File: src/rtl/dram_word_adapter_if.sv
// CPU-side word request/response bundle for dram_word_adapter.
// Latency: none; this is a plain signal bundle.
// Backpressure: the request is taken on valid & ready; the response has no ready and is a one-cycle pulse.
// Ports: cpu_req_{valid,ready,we,addr,wdata,be} carry the request;
//        cpu_rsp_{valid,rdata} carry the response.
//        master = CPU side, slave = adapter side.
interface dram_word_adapter_if;
    logic        cpu_req_valid;
    logic        cpu_req_ready;
    logic        cpu_req_we;
    logic [31:0] cpu_req_addr;
    logic [31:0] cpu_req_wdata;
    logic [3:0]  cpu_req_be;
    logic        cpu_rsp_valid;
    logic [31:0] cpu_rsp_rdata;

    modport master (
        output cpu_req_valid,
        output cpu_req_we,
        output cpu_req_addr,
        output cpu_req_wdata,
        output cpu_req_be,
        input  cpu_req_ready,
        input  cpu_rsp_valid,
        input  cpu_rsp_rdata
    );

    modport slave (
        input  cpu_req_valid,
        input  cpu_req_we,
        input  cpu_req_addr,
        input  cpu_req_wdata,
        input  cpu_req_be,
        output cpu_req_ready,
        output cpu_rsp_valid,
        output cpu_rsp_rdata
    );
endinterface

File: src/rtl/dram_word_adapter.sv
// 32-bit CPU word loads and stores to 128-bit single-beat DRAM line commands, with a one-line read buffer.
// Latency: a load hit responds 2 cycles after accept; a store responds 2 cycles after its wr_en cycle; a load miss responds 2 cycles after the rdata_valid cycle.
// Backpressure: one request is outstanding at a time, and cpu_req_ready is high only in IDLE; an issue waits for dram_ready.
// Ports: ui_clk/ui_rst are the clock and synchronous active-high reset; cpu is the word request/response bundle;
//        dram_* connect to the controller user interface (rd_en/wr_en/addr/wdata/mask out; calib_done/ready/rdata/rdata_valid in).
module dram_word_adapter #(
    parameter int APP_ADDR_WIDTH = 28,
    parameter int APP_DATA_WIDTH = 128,
    parameter int APP_MASK_WIDTH = 16
) (
    input  logic                      ui_clk,
    input  logic                      ui_rst,
    dram_word_adapter_if.slave        cpu,
    input  logic                      dram_calib_done,
    input  logic                      dram_ready,
    output logic                      dram_rd_en,
    output logic                      dram_wr_en,
    output logic [APP_ADDR_WIDTH-1:0] dram_addr,
    output logic [APP_DATA_WIDTH-1:0] dram_wdata,
    output logic [APP_MASK_WIDTH-1:0] dram_mask,
    input  logic [APP_DATA_WIDTH-1:0] dram_rdata,
    input  logic                      dram_rdata_valid
);

    // Line tag is byte address [APP_ADDR_WIDTH:4]. The controller addresses 2-byte units, so a line is {tag, 3'b000}.
    localparam int TAG_W = APP_ADDR_WIDTH - 3;

    localparam logic [2:0] S_CALIB   = 3'd0;
    localparam logic [2:0] S_IDLE    = 3'd1;
    localparam logic [2:0] S_ISSUE   = 3'd2;
    localparam logic [2:0] S_HOLD    = 3'd3;
    localparam logic [2:0] S_RD_WAIT = 3'd4;
    localparam logic [2:0] S_RESP    = 3'd5;

    logic [2:0]                state;
    logic [2:0]                next_state;
    logic                      calib_q;

    logic                      req_we;
    logic [TAG_W-1:0]          req_tag;
    logic [1:0]                req_lane;
    logic [31:0]               req_wdata;
    logic [3:0]                req_be;

    logic                      buf_valid;
    logic [TAG_W-1:0]          buf_tag;
    logic [APP_DATA_WIDTH-1:0] buf_data;
    logic [31:0]               resp_data;

    logic [TAG_W-1:0]          in_tag;
    logic [1:0]                in_lane;
    logic                      accept;
    logic                      in_hit;
    logic                      req_hit;
    logic [APP_DATA_WIDTH-1:0] line_wdata;
    logic [APP_DATA_WIDTH-1:0] patched;
    logic [APP_MASK_WIDTH-1:0] line_mask;
    logic                      unused_addr_bits;

    assign in_tag     = cpu.cpu_req_addr[APP_ADDR_WIDTH:4];
    assign in_lane    = cpu.cpu_req_addr[3:2];
    assign accept     = cpu.cpu_req_valid && cpu.cpu_req_ready;
    assign in_hit     = buf_valid && (buf_tag == in_tag);
    assign req_hit    = buf_valid && (buf_tag == req_tag);
    assign line_wdata = {4{req_wdata}};

    // Word-offset bits and bits above the controller's reach are not part of the line address.
    assign unused_addr_bits = ^{cpu.cpu_req_addr[31:APP_ADDR_WIDTH+1], cpu.cpu_req_addr[1:0]};

    // The mask is inverted (1 = keep). Only the addressed lane follows the byte enables.
    // patched is the buffer line with the pending store merged into it, used on a store hit.
    always_comb begin
        line_mask = '1;
        line_mask[4*req_lane +: 4] = ~req_be;
        patched = buf_data;
        for (int b = 0; b < 4; b++) begin
            if (req_be[b]) begin
                patched[32*req_lane + 8*b +: 8] = req_wdata[8*b +: 8];
            end
        end
    end

    always_comb begin
        next_state = state;
        case (state)
            S_CALIB:   if (calib_q) next_state = S_IDLE;
            S_IDLE:    if (accept) next_state = (!cpu.cpu_req_we && in_hit) ? S_RESP : S_ISSUE;
            S_ISSUE:   if (dram_ready) next_state = S_HOLD;
            // The controller's ready lags by one cycle, so this cycle ignores it.
            S_HOLD:    next_state = req_we ? S_RESP : S_RD_WAIT;
            S_RD_WAIT: if (dram_rdata_valid) next_state = S_RESP;
            S_RESP:    next_state = S_IDLE;
            default:   next_state = S_CALIB;
        endcase
    end

    // All outputs are registered. ready is derived from next_state so it lines up with IDLE.
    // calib_done passes through calib_q, so ready rises two cycles after calib_done.
    always_ff @(posedge ui_clk) begin
        if (ui_rst) begin
            state             <= S_CALIB;
            calib_q           <= 1'b0;
            req_we            <= 1'b0;
            req_tag           <= '0;
            req_lane          <= '0;
            req_wdata         <= '0;
            req_be            <= '0;
            buf_valid         <= 1'b0;
            buf_tag           <= '0;
            buf_data          <= '0;
            resp_data         <= '0;
            cpu.cpu_req_ready <= 1'b0;
            cpu.cpu_rsp_valid <= 1'b0;
            cpu.cpu_rsp_rdata <= '0;
            dram_rd_en        <= 1'b0;
            dram_wr_en        <= 1'b0;
            dram_addr         <= '0;
            dram_wdata        <= '0;
            dram_mask         <= '0;
        end else begin
            state             <= next_state;
            calib_q           <= dram_calib_done;
            cpu.cpu_req_ready <= (next_state == S_IDLE);
            cpu.cpu_rsp_valid <= (state == S_RESP);
            cpu.cpu_rsp_rdata <= (state == S_RESP) ? resp_data : 32'd0;
            dram_rd_en        <= 1'b0;
            dram_wr_en        <= 1'b0;

            case (state)
                S_IDLE: begin
                    if (accept) begin
                        req_we    <= cpu.cpu_req_we;
                        req_tag   <= in_tag;
                        req_lane  <= in_lane;
                        req_wdata <= cpu.cpu_req_wdata;
                        req_be    <= cpu.cpu_req_be;
                        // A load hit is answered straight from the buffer; stores always answer 0.
                        resp_data <= (!cpu.cpu_req_we && in_hit) ? buf_data[32*in_lane +: 32] : 32'd0;
                    end
                end
                S_ISSUE: begin
                    if (dram_ready) begin
                        dram_rd_en <= !req_we;
                        dram_wr_en <= req_we;
                        dram_addr  <= {req_tag, 3'b000};
                        dram_wdata <= line_wdata;
                        dram_mask  <= line_mask;
                        // Write-through: patch the buffer on a hit; a miss does not allocate.
                        if (req_we && req_hit) begin
                            buf_data <= patched;
                        end
                    end
                end
                S_RD_WAIT: begin
                    if (dram_rdata_valid) begin
                        buf_valid <= 1'b1;
                        buf_tag   <= req_tag;
                        buf_data  <= dram_rdata;
                        resp_data <= dram_rdata[32*req_lane +: 32];
                    end
                end
                default: ;
            endcase
        end
    end

endmodule

File: src/flat_wrapper.sv
// flat-port wrapper written by rule: the top's interface ports become plain ports
module dram_word_adapter_flat 
#(
    parameter int APP_ADDR_WIDTH = 28,
    parameter int APP_DATA_WIDTH = 128,
    parameter int APP_MASK_WIDTH = 16
)
  (ui_clk, ui_rst, dram_calib_done, dram_ready, dram_rd_en, dram_wr_en, dram_addr, dram_wdata, dram_mask, dram_rdata, dram_rdata_valid, cpu_cpu_req_valid, cpu_cpu_req_we, cpu_cpu_req_addr, cpu_cpu_req_wdata, cpu_cpu_req_be, cpu_cpu_req_ready, cpu_cpu_rsp_valid, cpu_cpu_rsp_rdata);
  dram_word_adapter_if cpu_i ();
  input  logic ui_clk;
  input  logic ui_rst;
  input  logic dram_calib_done;
  input  logic dram_ready;
  output logic dram_rd_en;
  output logic dram_wr_en;
  output logic [APP_ADDR_WIDTH-1:0] dram_addr;
  output logic [APP_DATA_WIDTH-1:0] dram_wdata;
  output logic [APP_MASK_WIDTH-1:0] dram_mask;
  input  logic [APP_DATA_WIDTH-1:0] dram_rdata;
  input  logic dram_rdata_valid;
  input wire logic [$bits(cpu_i.cpu_req_valid)-1:0] cpu_cpu_req_valid;
  input wire logic [$bits(cpu_i.cpu_req_we)-1:0] cpu_cpu_req_we;
  input wire logic [$bits(cpu_i.cpu_req_addr)-1:0] cpu_cpu_req_addr;
  input wire logic [$bits(cpu_i.cpu_req_wdata)-1:0] cpu_cpu_req_wdata;
  input wire logic [$bits(cpu_i.cpu_req_be)-1:0] cpu_cpu_req_be;
  output wire logic [$bits(cpu_i.cpu_req_ready)-1:0] cpu_cpu_req_ready;
  output wire logic [$bits(cpu_i.cpu_rsp_valid)-1:0] cpu_cpu_rsp_valid;
  output wire logic [$bits(cpu_i.cpu_rsp_rdata)-1:0] cpu_cpu_rsp_rdata;
  assign cpu_i.cpu_req_valid = cpu_cpu_req_valid;
  assign cpu_i.cpu_req_we = cpu_cpu_req_we;
  assign cpu_i.cpu_req_addr = cpu_cpu_req_addr;
  assign cpu_i.cpu_req_wdata = cpu_cpu_req_wdata;
  assign cpu_i.cpu_req_be = cpu_cpu_req_be;
  assign cpu_cpu_req_ready = cpu_i.cpu_req_ready;
  assign cpu_cpu_rsp_valid = cpu_i.cpu_rsp_valid;
  assign cpu_cpu_rsp_rdata = cpu_i.cpu_rsp_rdata;
  dram_word_adapter #(.APP_ADDR_WIDTH(APP_ADDR_WIDTH), .APP_DATA_WIDTH(APP_DATA_WIDTH), .APP_MASK_WIDTH(APP_MASK_WIDTH)) u_core (.ui_clk(ui_clk), .ui_rst(ui_rst), .cpu(cpu_i), .dram_calib_done(dram_calib_done), .dram_ready(dram_ready), .dram_rd_en(dram_rd_en), .dram_wr_en(dram_wr_en), .dram_addr(dram_addr), .dram_wdata(dram_wdata), .dram_mask(dram_mask), .dram_rdata(dram_rdata), .dram_rdata_valid(dram_rdata_valid));
endmodule
File: config.mk
export PLATFORM = sky130hd
export DESIGN_NAME = dram_word_adapter_flat
export DESIGN_NICKNAME = d
export VERILOG_FILES = /design/src/rtl/dram_word_adapter_if.sv /design/src/rtl/dram_word_adapter.sv /design/src/flat_wrapper.sv
export SDC_FILE = /design/constraint.sdc
export NUM_CORES = 1
export LEC_CHECK = 0
export BUFFER_PORTS_ARGS = -buffer_cell sky130_fd_sc_hd__buf_2
export CORE_AREA = 8 8 220 222
export CTS_CLUSTER_SIZE = 16
export DETAILED_ROUTE_END_ITERATION = 8
export DIE_AREA = 0 0 228 230
export PLACE_DENSITY_LB_ADDON = 0.15
export RECOVER_POWER = 100
export SLEW_MARGIN = 20
export SYNTH_ARGS = -nofsm -noshare
export SYNTH_HDL_FRONTEND = slang
export SYNTH_SLANG_ARGS = --single-unit
File: constraint.sdc
create_clock -name ui_clk -period 4.65 [get_ports ui_clk]
set_input_delay 1.1625 -clock ui_clk [delete_from_list [all_inputs] [get_ports ui_clk]]
set_output_delay 1.1625 -clock ui_clk [all_outputs]
set_load 0.005 [all_outputs]
==> out/summary.txt, run 1 <==
Hpwl dp -> 43.9 mm
Share of the clock period used by the worst path -> 77.6%
WL final -> 63.3 mm
Fin crit period -> 3.61 ns
Post-Syn Area -> 17600 um^2
Gp weighted congestion -> 0.887
# rows -> 78
Outcome -> finished, violations left
Reg area -> 7270 um^2
Setup Buffers After CTS -> 0
Final setup TNS -> 0 ns
CP endpoint kind -> flip-flop
CTS tree -> built
Core footprint -> 44900 um^2
Slew at the pin closest to its max-slew limit -> 2.01 ns
Root buf cell -> clkbuf_16
Final instance area -> 20400 um^2
Antenna Nets Post-Route -> 0
DP Area -> 19200 um^2
Ys flop type -> dfxtp_1
Max clock buf depth -> 3
CP Data Required Time -> 5.11 ns
Final core utilization -> 45.4%
Worst-Skew Late Latency -> 0.56 ns
Clock Skews -> 0.0259 ns
Hold Fails Final Rpt -> 0
CP max FO -> 24
YS warnings -> 0
Setup Viol. Count Final -> 0
Cells along the critical path -> clkbuf_2, and3_1, and2_0, a22oi_1, a211oi_1
Congestion Overflow GR -> 0
DIE WIDTH -> 228 um
Asr flop ratio synth -> 0%
Slew Viols, Final -> 148
Synth top area cells -> dfxtp_1, a211oi_1, mux4_2
Drt drc -> 0
Netlist cell types -> 50
Yosys top cell area share -> 41.2%
Drt first pass iters -> 7
Critical Path AT -> 4.06 ns
Sequential area share after synthesis -> 41.2%
Area of the multi-input gates -> 8870 um^2
GRT Util Overall -> 22.9%
CP max-delay cell -> dfxtp_1
Fraction of layout cells with a size suffix above 1 -> 19.7%
CTS Hold Buffers Added -> 0
Number of global-route vias before repair -> 15.5k
Synth area leader -> dfxtp_1
Critical path launch point type -> flip-flop
Failing checks -> max-capacitance violations, max-slew violations
Avg Inst Size Synth -> 9.05 um^2
Final net count -> 2348
Slowest stage delay, CP -> 1.12 ns
Initial Utilization -> 39.3%
DRT met1 WL -> 27.5 mm
Resize count post-CTS -> 0
RSZ-0062 raised after global routing -> no
Highest Signal Layer -> met5
Reg clk slew, reported paths -> 0.06 ns
Die area -> 52400 um^2
Met3 WL post-DR -> 4.30 mm
Initial antenna violation count -> 9
Rel. slew slack -> -34.0%
First-pass GRT wire length -> 95.6 mm
Hold Crit Class -> reg -> reg
Power per standard cell area -> 364 nW/um^2
Peak supply drop -> 254 uV
DR vias/cell -> 5.66
Minimum hold slack -> 0.450 ns
Total number of vias -> 15.7k
Cell leakage power -> 7.07 nW
DRT iter0 DRCs -> 1492
Setup CP Type -> reg -> reg
Maxcap violations -> 3
Number of synthesized flops with an enable pin -> 0
Port Buffers -> 402
Largest net degree at the start of global routing -> 192
Max H-tree Level -> 2
Metal2 WL -> 29.6 mm
Seq cells post-synth -> 363
F_max -> 0.277 GHz
Area Overhead vs Synth -> 15.4%
Clock Sinks -> 363
Ports -> 411
Hold path depth -> 1
Worst Reg2Reg Path Length in Cells -> 5
Die Y -> 230 um
Drt wl/cell -> 22.8 um
Post-synthesis cell count -> 1949
Filler cells -> 4491
Num CTS Buffers -> 42
## area by class of cell
class / instances / area share, %
Clock inverter: 10 / 0.774
Multi-Input combinational cell: 1294 / 43.5
Timing Repair Buffer: 431 / 10.1
Sequential cell: 363 / 35.7
Antenna cell: 5 / 0.0614
Inverter: 9 / 0.166
Tap cell: 600 / 3.69
Clock buffer: 61 / 6.01
## through the flow
step	std cells	worst slack, ns	power [mW]
global route	2772	0.809	7.70
floorplan	1951	1.87	3.81
finish	2773	1.04	7.42
CTS	2768	1.66	7.52
detailed placement	2697	1.13	4.13
global placement	2697	1.14	4.12
## path summary, 6_finish.rpt
path	from	to	slack, ns
max	u_core.req_lane[0]	u_core.buf_data[114]	1.04
min	u_core.resp_data[30]	u_core.cpu.cpu_rsp_rdata[30]	0.45
max reg2reg	u_core.req_lane[0]	u_core.buf_data[114]	1.04
min reg2reg	u_core.resp_data[30]	u_core.cpu.cpu_rsp_rdata[30]	0.45
## sequential cells by signal, indices dropped and copies added (netlist names)
name,count
u_core.dram_addr,25
u_core.dram_mask,16
u_core.req_wdata,32
u_core.cpu.cpu_rsp_rdata,32
u_core.req_we,1
u_core.buf_tag,25
u_core.resp_data,32
u_core.req_tag,25
u_core.cpu.cpu_rsp_valid,1
u_core.calib_q,1
u_core.buf_data,128
u_core.req_be,4
u_core.dram_wr_en,1
u_core.dram_rd_en,1
u_core.buf_valid,1
u_core.state,3
u_core.req_lane,2
u_core.cpu.cpu_req_ready,1
u_core.dram_wdata,32
## routing by layer
layer / vias to the layer above / GRT usage (%)
li1: 7332 / -
met1: 7633 / 29.9
met2: 592 / 36.8
met3: 120 / 5.17
met4: 10 / 8.32
met5: - / 0
## critical path: cells and delay by family, from the launching register on
family	cells	cell delay (ns)
AOI/OAI and AO/OA	2	0.47
buffers and inverters	1	1.01
DFF	1	1.12
and+or+nand+nor	2	0.88
## cells in the final DEF (no fill, tap or decap), types with 5 or more instances in the layout
cell type and instances:
and2_1 37, mux4_2 64, a21o_1 12, nor3_1 5, nand2b_1 7, clkbuf_1 162
mux2_2 17, dfxtp_1 362, inv_1 9, a22oi_1 160, nor4_1 10, diode_2 5
clkbuf_8 8, a211oi_1 224, a21oi_1 150, xor2_1 37, o21ai_0 18, buf_2 253
clkbuf_16 43, xnor2_1 5, and2_0 20, buf_4 15, mux2_1 15, nor2b_1 62
nand2_1 300, o211ai_1 12, nor2_1 88
## synth_stat cells, types with 2 or more instances
library cell / n
dfxtp_1: 363
nand2_1: 301
a211oi_1: 224
a22oi_1: 160
a21oi_1: 150
clkbuf_1: 131
buf_4: 105
nor2_1: 88
mux4_2: 64
nor2b_1: 62
and2_1: 57
xor2_1: 37
buf_1: 28
buf_2: 21
o21ai_0: 18
mux2_2: 17
mux2_1: 15
a21o_1: 12
o211ai_1: 12
nor4_1: 10
inv_1: 9
nand2b_1: 7
nor3_1: 6
xnor2_1: 5
and3_1: 4
ha_1: 4
nand4_1: 4
o311ai_0: 4
nor3b_1: 3
nor4bb_1: 3
a31oi_2: 2
a31oi_4: 2
nand3b_1: 2
o2111a_1: 2
or3_1: 2
## cells by family after synthesis
kind of cell / count (synthesis) / share of synthesized area, %
AO/OA/AOI/OAI: 595 / 23.3
XOR/XNOR: 42 / 2.08
adder cells (fa/ha/maj): 4 / 0.284
buffers and inverters: 294 / 8.64
flip-flops: 363 / 41.2
multiplexers: 97 / 10.3
other: 1 / 0.0212
AND/OR/NAND/NOR: 553 / 14.2
## report_power, final
| part | switching, mW | leakage, nW | internal [mW] | total, mW |
|---|---|---|---|---|
| logic | 0.453 | 3.46 | 0.277 | 0.730 |
| clock network | 1.33 | 0.680 | 2.04 | 3.37 |
| registers | 0.112 | 2.93 | 3.21 | 3.33 |
Power figures use the tool's default switching activity.
==> inputs of run 2 (changes only) <==
Settings changed: ABC_AREA set to 1, CORE_AREA 8 8 220 222 to 8 8 234 236, DIE_AREA 0 0 228 230 to 0 0 242 244.
Clock period 4.65 ns to 2.9 ns, I/O delays scaled along.
==> out/summary.txt, run 2 <==
Outcome -> finished, violations left
Failing checks -> max-capacitance violations, max-slew violations
Filler cells -> 5490
Share of the clock period used by the worst path -> 92.2%
Number of global-route vias before repair -> 20.6k
Crit path to -> u_core.buf_data[71]
Peak supply drop -> 430 uV
Sequential area share after synthesis -> 35.9%
GRT Util Overall -> 25.8%
Setup slack, reg-to-reg -> 0.22 ns
Fraction of layout cells with a size suffix above 1 -> 11.9%
Met2 global-route usage -> 40.8%
Seq cells post-synth -> 363
Final setup TNS -> 0 ns
Net Sw Power -> 2.89 mW
Asr flop ratio synth -> 0%
Rel. slew slack -> -19.7%
Most numerous cell in the Yosys netlist -> nand2_1
Hold Fails Final Rpt -> 0
DIE WIDTH -> 242 um
Congestion Overflow GR -> 0
Switching Share -> 24.5%
Initial antenna violation count -> 8
Comb pwr share -> 6.7%
Hold Crit Class -> in -> reg
Die Y -> 244 um
Hpwl dp -> 55.1 mm
Setup Viol. Count Final -> 0
Drt drc -> 0
Antenna Nets Post-Route -> 0
Hold path depth -> 3
R2r endpoint -> u_core.buf_data[71]
Area Overhead vs Synth -> 15.6%
Placed cells -> 4027
Initial Utilization -> 39.7%
Reg area -> 7270 um^2
Gp weighted congestion -> 0.906
Ports -> 411
CP startpoint -> u_core.req_lane[1]
Layout Cells excl Fill -> 4114
Port Buffers -> 402
Commonest non-fill, non-tap cell in the layout -> nand2_1
RR Startpoint -> u_core.req_lane[1]
WL final -> 80.4 mm
Slew Viols, Final -> 80
Avg Inst Size Synth -> 6.33 um^2
Root buf cell -> clkbuf_16
Clk pwr share -> 50.4%
DRT iter0 DRCs -> 2094
Number of synthesized flops with an enable pin -> 0
CP max FO -> 12
Clock Skews -> 0.0212 ns
Netlist cell types -> 38
Sequential Power Share -> 42.9%
Cell leakage power -> 9.73 nW
Final net count -> 3605
Clock Sinks -> 363
Worst Reg2Reg Path Length in Cells -> 7
CTS Hold Buffers Added -> 0
Worst-Skew Late Latency -> 0.60 ns
Post-Syn Area -> 20200 um^2
DR vias/cell -> 5.27
Core footprint -> 50900 um^2
Max clock buf depth -> 3
Drt first pass iters -> 6
CP Data Required Time -> 3.43 ns
Power per standard cell area -> 504 nW/um^2
Top Usage Layer GRT -> met2
Synth top area cells -> dfxtp_1, nand2_1, o21ai_0
Met1 Use GR -> 34.9%
Area of the multi-input gates -> 9680 um^2
Maxcap violations -> 1
Largest net degree at the start of global routing -> 104
Synth area leader -> dfxtp_1
Post-synth top cells -> nand2_1, o21ai_0, inv_1
Reg clk slew, reported paths -> 0.06 ns
Met3 Usage GRT -> 5.73%
Fin crit period -> 2.68 ns
Critical Path AT -> 3.20 ns
F_max -> 0.374 GHz
Post-synthesis cell count -> 3193
Die area -> 59000 um^2
Critical path launch point type -> flip-flop
Ys flop type -> dfxtp_1
Worst slack, placed -> 0.191 ns
Top reg by flops -> u_core.buf_data
CTS tree -> built
First-pass GRT wire length -> 122 mm
Internal power -> 8.90 mW
Drt wl/cell -> 19.5 um
Yosys top cell area share -> 35.9%
Minimum hold slack -> 0.375 ns
Num CTS Buffers -> 44
Slew at the pin closest to its max-slew limit -> 1.80 ns
Fin worst setup slack -> 0.225 ns
Commonest cells after routing, fill and taps aside -> nand2_1, o21ai_0, inv_1, dfxtp_1, nor2_1
Total number of vias -> 21.7k
Max H-tree Level -> 2
Max reg flops -> 128
CP endpoint kind -> flip-flop
YS warnings -> 0
# rows -> 83
Final core utilization -> 45.9%
Setup CP Type -> reg -> reg
-- run 2: final cells by class --
type                            count  share of cell area (%)
Antenna cell                        3                  0.0321
Clock buffer                       66                    5.72
Clock inverter                     13                   0.862
Inverter                          435                    7.02
Multi-Input combinational cell   2091                    41.4
Sequential cell                   363                    31.1
Tap cell                          680                    3.64
Timing Repair Buffer              463                    10.2
-- run 2: how the worst min path moves through the flow --
stage                          startpoint  slack (ns)                           end
finish              cpu_cpu_req_wdata[25]        0.37          u_core.req_wdata[25]
detailed placement   u_core.resp_data[23]        0.41  u_core.cpu.cpu_rsp_rdata[23]
global placement      u_core.resp_data[4]        0.41   u_core.cpu.cpu_rsp_rdata[4]
global route        cpu_cpu_req_wdata[25]        0.37          u_core.req_wdata[25]
floorplan             u_core.resp_data[0]        0.41   u_core.cpu.cpu_rsp_rdata[0]
CTS                 cpu_cpu_req_wdata[25]        0.35          u_core.req_wdata[25]
-- run 2: kinds of logic (layout without fill, tap and decap cells) --
logic type	after synthesis	in the layout	share of synthesized area, %
simple gates	1334	1334	28.3
other cells	1	6	0.0185
fa+ha+maj	4	4	0.248
xor+xnor	8	8	0.347
flops	363	363	35.9
buf+inv	741	977	16.2
compound gates	742	742	18.9
-- run 2: metal layers --
layer / vias to the layer above / part of all wire, %
met4: 8 / 2.7
met1: 10000 / 44
met3: 134 / 8.7
met2: 895 / 44
met5: - / 0.067
li1: 10600 / -
-- run 2: worst max-delay path: stages, from the launching register on --
cell and delay (ns):
dfxtp_1 0.56, ha_1 0.38, inv_1 0.28, o21ai_1 0.86, nand3_4 0.26, nand2_1 0.12, inv_1 0.04, nor2_1 0.09
-- run 2: stage by stage --
stage	power (mW)	instance area [um^2]
final	11.8	23400
after global routing	12.2	23400
after CTS	11.9	23600
after detailed placement	5.95	22000
after global placement	5.94	22000
after floorplan	5.56	20200
-- run 2: power by group through the flow --
stage	Sequential (mW)	Clock [mW]	Combinational (mW)
4_1_cts	5.06	6.05	0.784
3_5_place_dp	5.17	0	0.781
3_3_place_gp	5.17	0	0.775
6_report	5.06	5.94	0.786
5_1_grt	5.06	6.24	0.865
2_1_floorplan	5.15	0	0.409
-- run 2: repair_timing --
action | in CTS | in global routing
setup buffers | 0 | 5
setup endpoints to repair | 0 | 61
resized for setup | 0 | 0
==> inputs of run 3 (changes only) <==
--- a/config.mk
+++ b/config.mk
@@ -8,3 +8,3 @@
 export ABC_AREA = 1
-export BUFFER_PORTS_ARGS = -buffer_cell sky130_fd_sc_hd__buf_2
+export BUFFER_PORTS_ARGS = -buffer_cell sky130_fd_sc_hd__buf_4
 export CORE_AREA = 8 8 234 236
==> constraint.sdc (replaced) <==
create_clock -name ui_clk -period 2.9 [get_ports ui_clk]
set_input_delay 0.145 -clock ui_clk [delete_from_list [all_inputs] [get_ports ui_clk]]
set_output_delay 0.145 -clock ui_clk [all_outputs]
set_load 0.005 [all_outputs]
==> out/summary.txt, run 3 (synthesized netlist as in run 2, its figures left out) <==
Outcome -> finished, violations left
Failing checks -> max-capacitance violations, max-slew violations
Resize count post-CTS -> 0
Gp weighted congestion -> 0.891
Critical Path AT -> 3.25 ns
Worst Reg2Reg Path Length in Cells -> 7
WL final -> 80.6 mm
Initial Utilization -> 39.7%
Area Overhead vs Synth -> 27.9%
Num CTS Buffers -> 43
F_max -> 0.362 GHz
Commonest non-fill, non-tap cell in the layout -> nand2_1
Fin worst setup slack -> 0.135 ns
Slowest stage delay, CP -> 1.03 ns
Design Power -> 11.8 mW
Final setup TNS -> 0 ns
Congestion Overflow GR -> 0
RR Startpoint -> u_core.req_lane[1]
Rel. slew slack -> -14.5%
Setup slack, reg-to-reg -> 0.18 ns
Final instance area -> 25900 um^2
Hpwl dp -> 55.3 mm
Max H-tree Level -> 2
Core footprint -> 50900 um^2
RSZ-0062 raised after global routing -> no
Die Y -> 244 um
CP max FO -> 250
Worst slack, placed -> 0.463 ns
CP top delay family -> buffers and inverters
Buf+Inv Stages, Crit Path -> 4
Total number of vias -> 22.2k
R2r endpoint -> u_core.buf_data[66]
Cells along the critical path -> dlygate4sd3_1, clkbuf_1, clkinvlp_4, clkbuf_8, o21ai_0, a21oi_1
# rows -> 83
First-pass GRT wire length -> 124 mm
Fin crit period -> 2.77 ns
Drt wl/cell -> 18.9 um
Peak supply drop -> 407 uV
Hold Crit Class -> in -> reg
Antenna Nets Post-Route -> 0
Final net count -> 3759
DIE WIDTH -> 242 um
Top reg by flops -> u_core.buf_data
DP Area -> 23000 um^2
CTS tree -> built
Critical path launch point type -> input pin
Reg clk slew, reported paths -> 0.06 ns
DR vias/cell -> 5.21
Commonest cells after routing, fill and taps aside -> nand2_1, o21ai_0, inv_1, dfxtp_1, nor2_1
Cell leakage power -> 10.8 nW
Ports -> 411
Crit. path cell count -> 6
Maxcap violations -> 1
Share of the clock period used by the worst path -> 95.4%
Max reg flops -> 128
Root buf cell -> clkbuf_16
GRT Util Overall -> 25.9%
Final core utilization -> 50.8%
CP startpoint -> ui_rst
Drt first pass iters -> 7
Setup CP Type -> in -> reg
CP Data Required Time -> 3.38 ns
Filler cells -> 5107
DRT iter0 DRCs -> 1892
Largest net degree at the start of global routing -> 251
Setup Viol. Count Final -> 0
Reg area -> 7270 um^2
Die area -> 59000 um^2
Placed cells -> 4030
Initial antenna violation count -> 7
Clock Skews -> 0.0262 ns
Worst-Skew Late Latency -> 0.57 ns
Layout Cells excl Fill -> 4265
Drt drc -> 0
Crit path to -> u_core.req_be[1]
Max clock buf depth -> 3
CP max-delay cell -> clkbuf_8
Number of global-route vias before repair -> 21.3k
Slew at the pin closest to its max-slew limit -> 1.72 ns
Power per standard cell area -> 455 nW/um^2
Fraction of layout cells with a size suffix above 1 -> 13.9%
CP endpoint kind -> flip-flop
Port Buffers -> 402
Slew Viols, Final -> 251
Area of the multi-input gates -> 9710 um^2
Hold Fails Final Rpt -> 0
Clock Sinks -> 363
Minimum hold slack -> 0.0157 ns
Min-delay src -> dram_rdata[6]
## run 3: worst register-to-register path, stage by stage, from the launching register on
cell     delay [ns]
dfxtp_1        0.57
ha_1           0.37
inv_2          0.17
o21ai_1        0.72
nand3_1        0.51
nand2_1        0.17
inv_1          0.05
nor2_1         0.08
## run 3: worst min path at each step
stage	slack, ns	depth (start not counted)	to
floorplan	0.25	2	u_core.calib_q
global placement	0.39	3	u_core.calib_q
detailed placement	0.40	3	u_core.req_wdata[6]
CTS	0.0000003	5	u_core.buf_data[47]
global route	0.02	5	u_core.buf_data[69]
finish	0.02	5	u_core.buf_data[6]
## run 3: layer usage
| layer | GRT usage (%) | routed length (um) |
|---|---|---|
| met1 | 34.5 | 35200 |
| met2 | 41.5 | 36400 |
| met3 | 6.28 | 6960 |
| met4 | 7.38 | 1970 |
| met5 | 0 | 47 |
## run 3: area by class of cell
cell class | count | area share (%)
Antenna cell | 3 | 0.0290
Multi-Input combinational cell | 2091 | 37.6
Clock buffer | 62 | 4.99
Sequential cell | 363 | 28.1
Timing Repair Buffer | 618 | 19.0
Tap cell | 680 | 3.29
Inverter | 435 | 6.34
Clock inverter | 13 | 0.721
## run 3: repair_timing
item	4_1_cts	5_1_grt
endpoints found under the hold margin	170	0
hold buffers	157	0
setup buffers	0	0
## run 3: power breakdown
part	switching, mW	total (mW)	internal, mW
registers	0.0390	5.06	5.02
logic	0.562	1.04	0.474
clock network	2.23	5.68	3.44
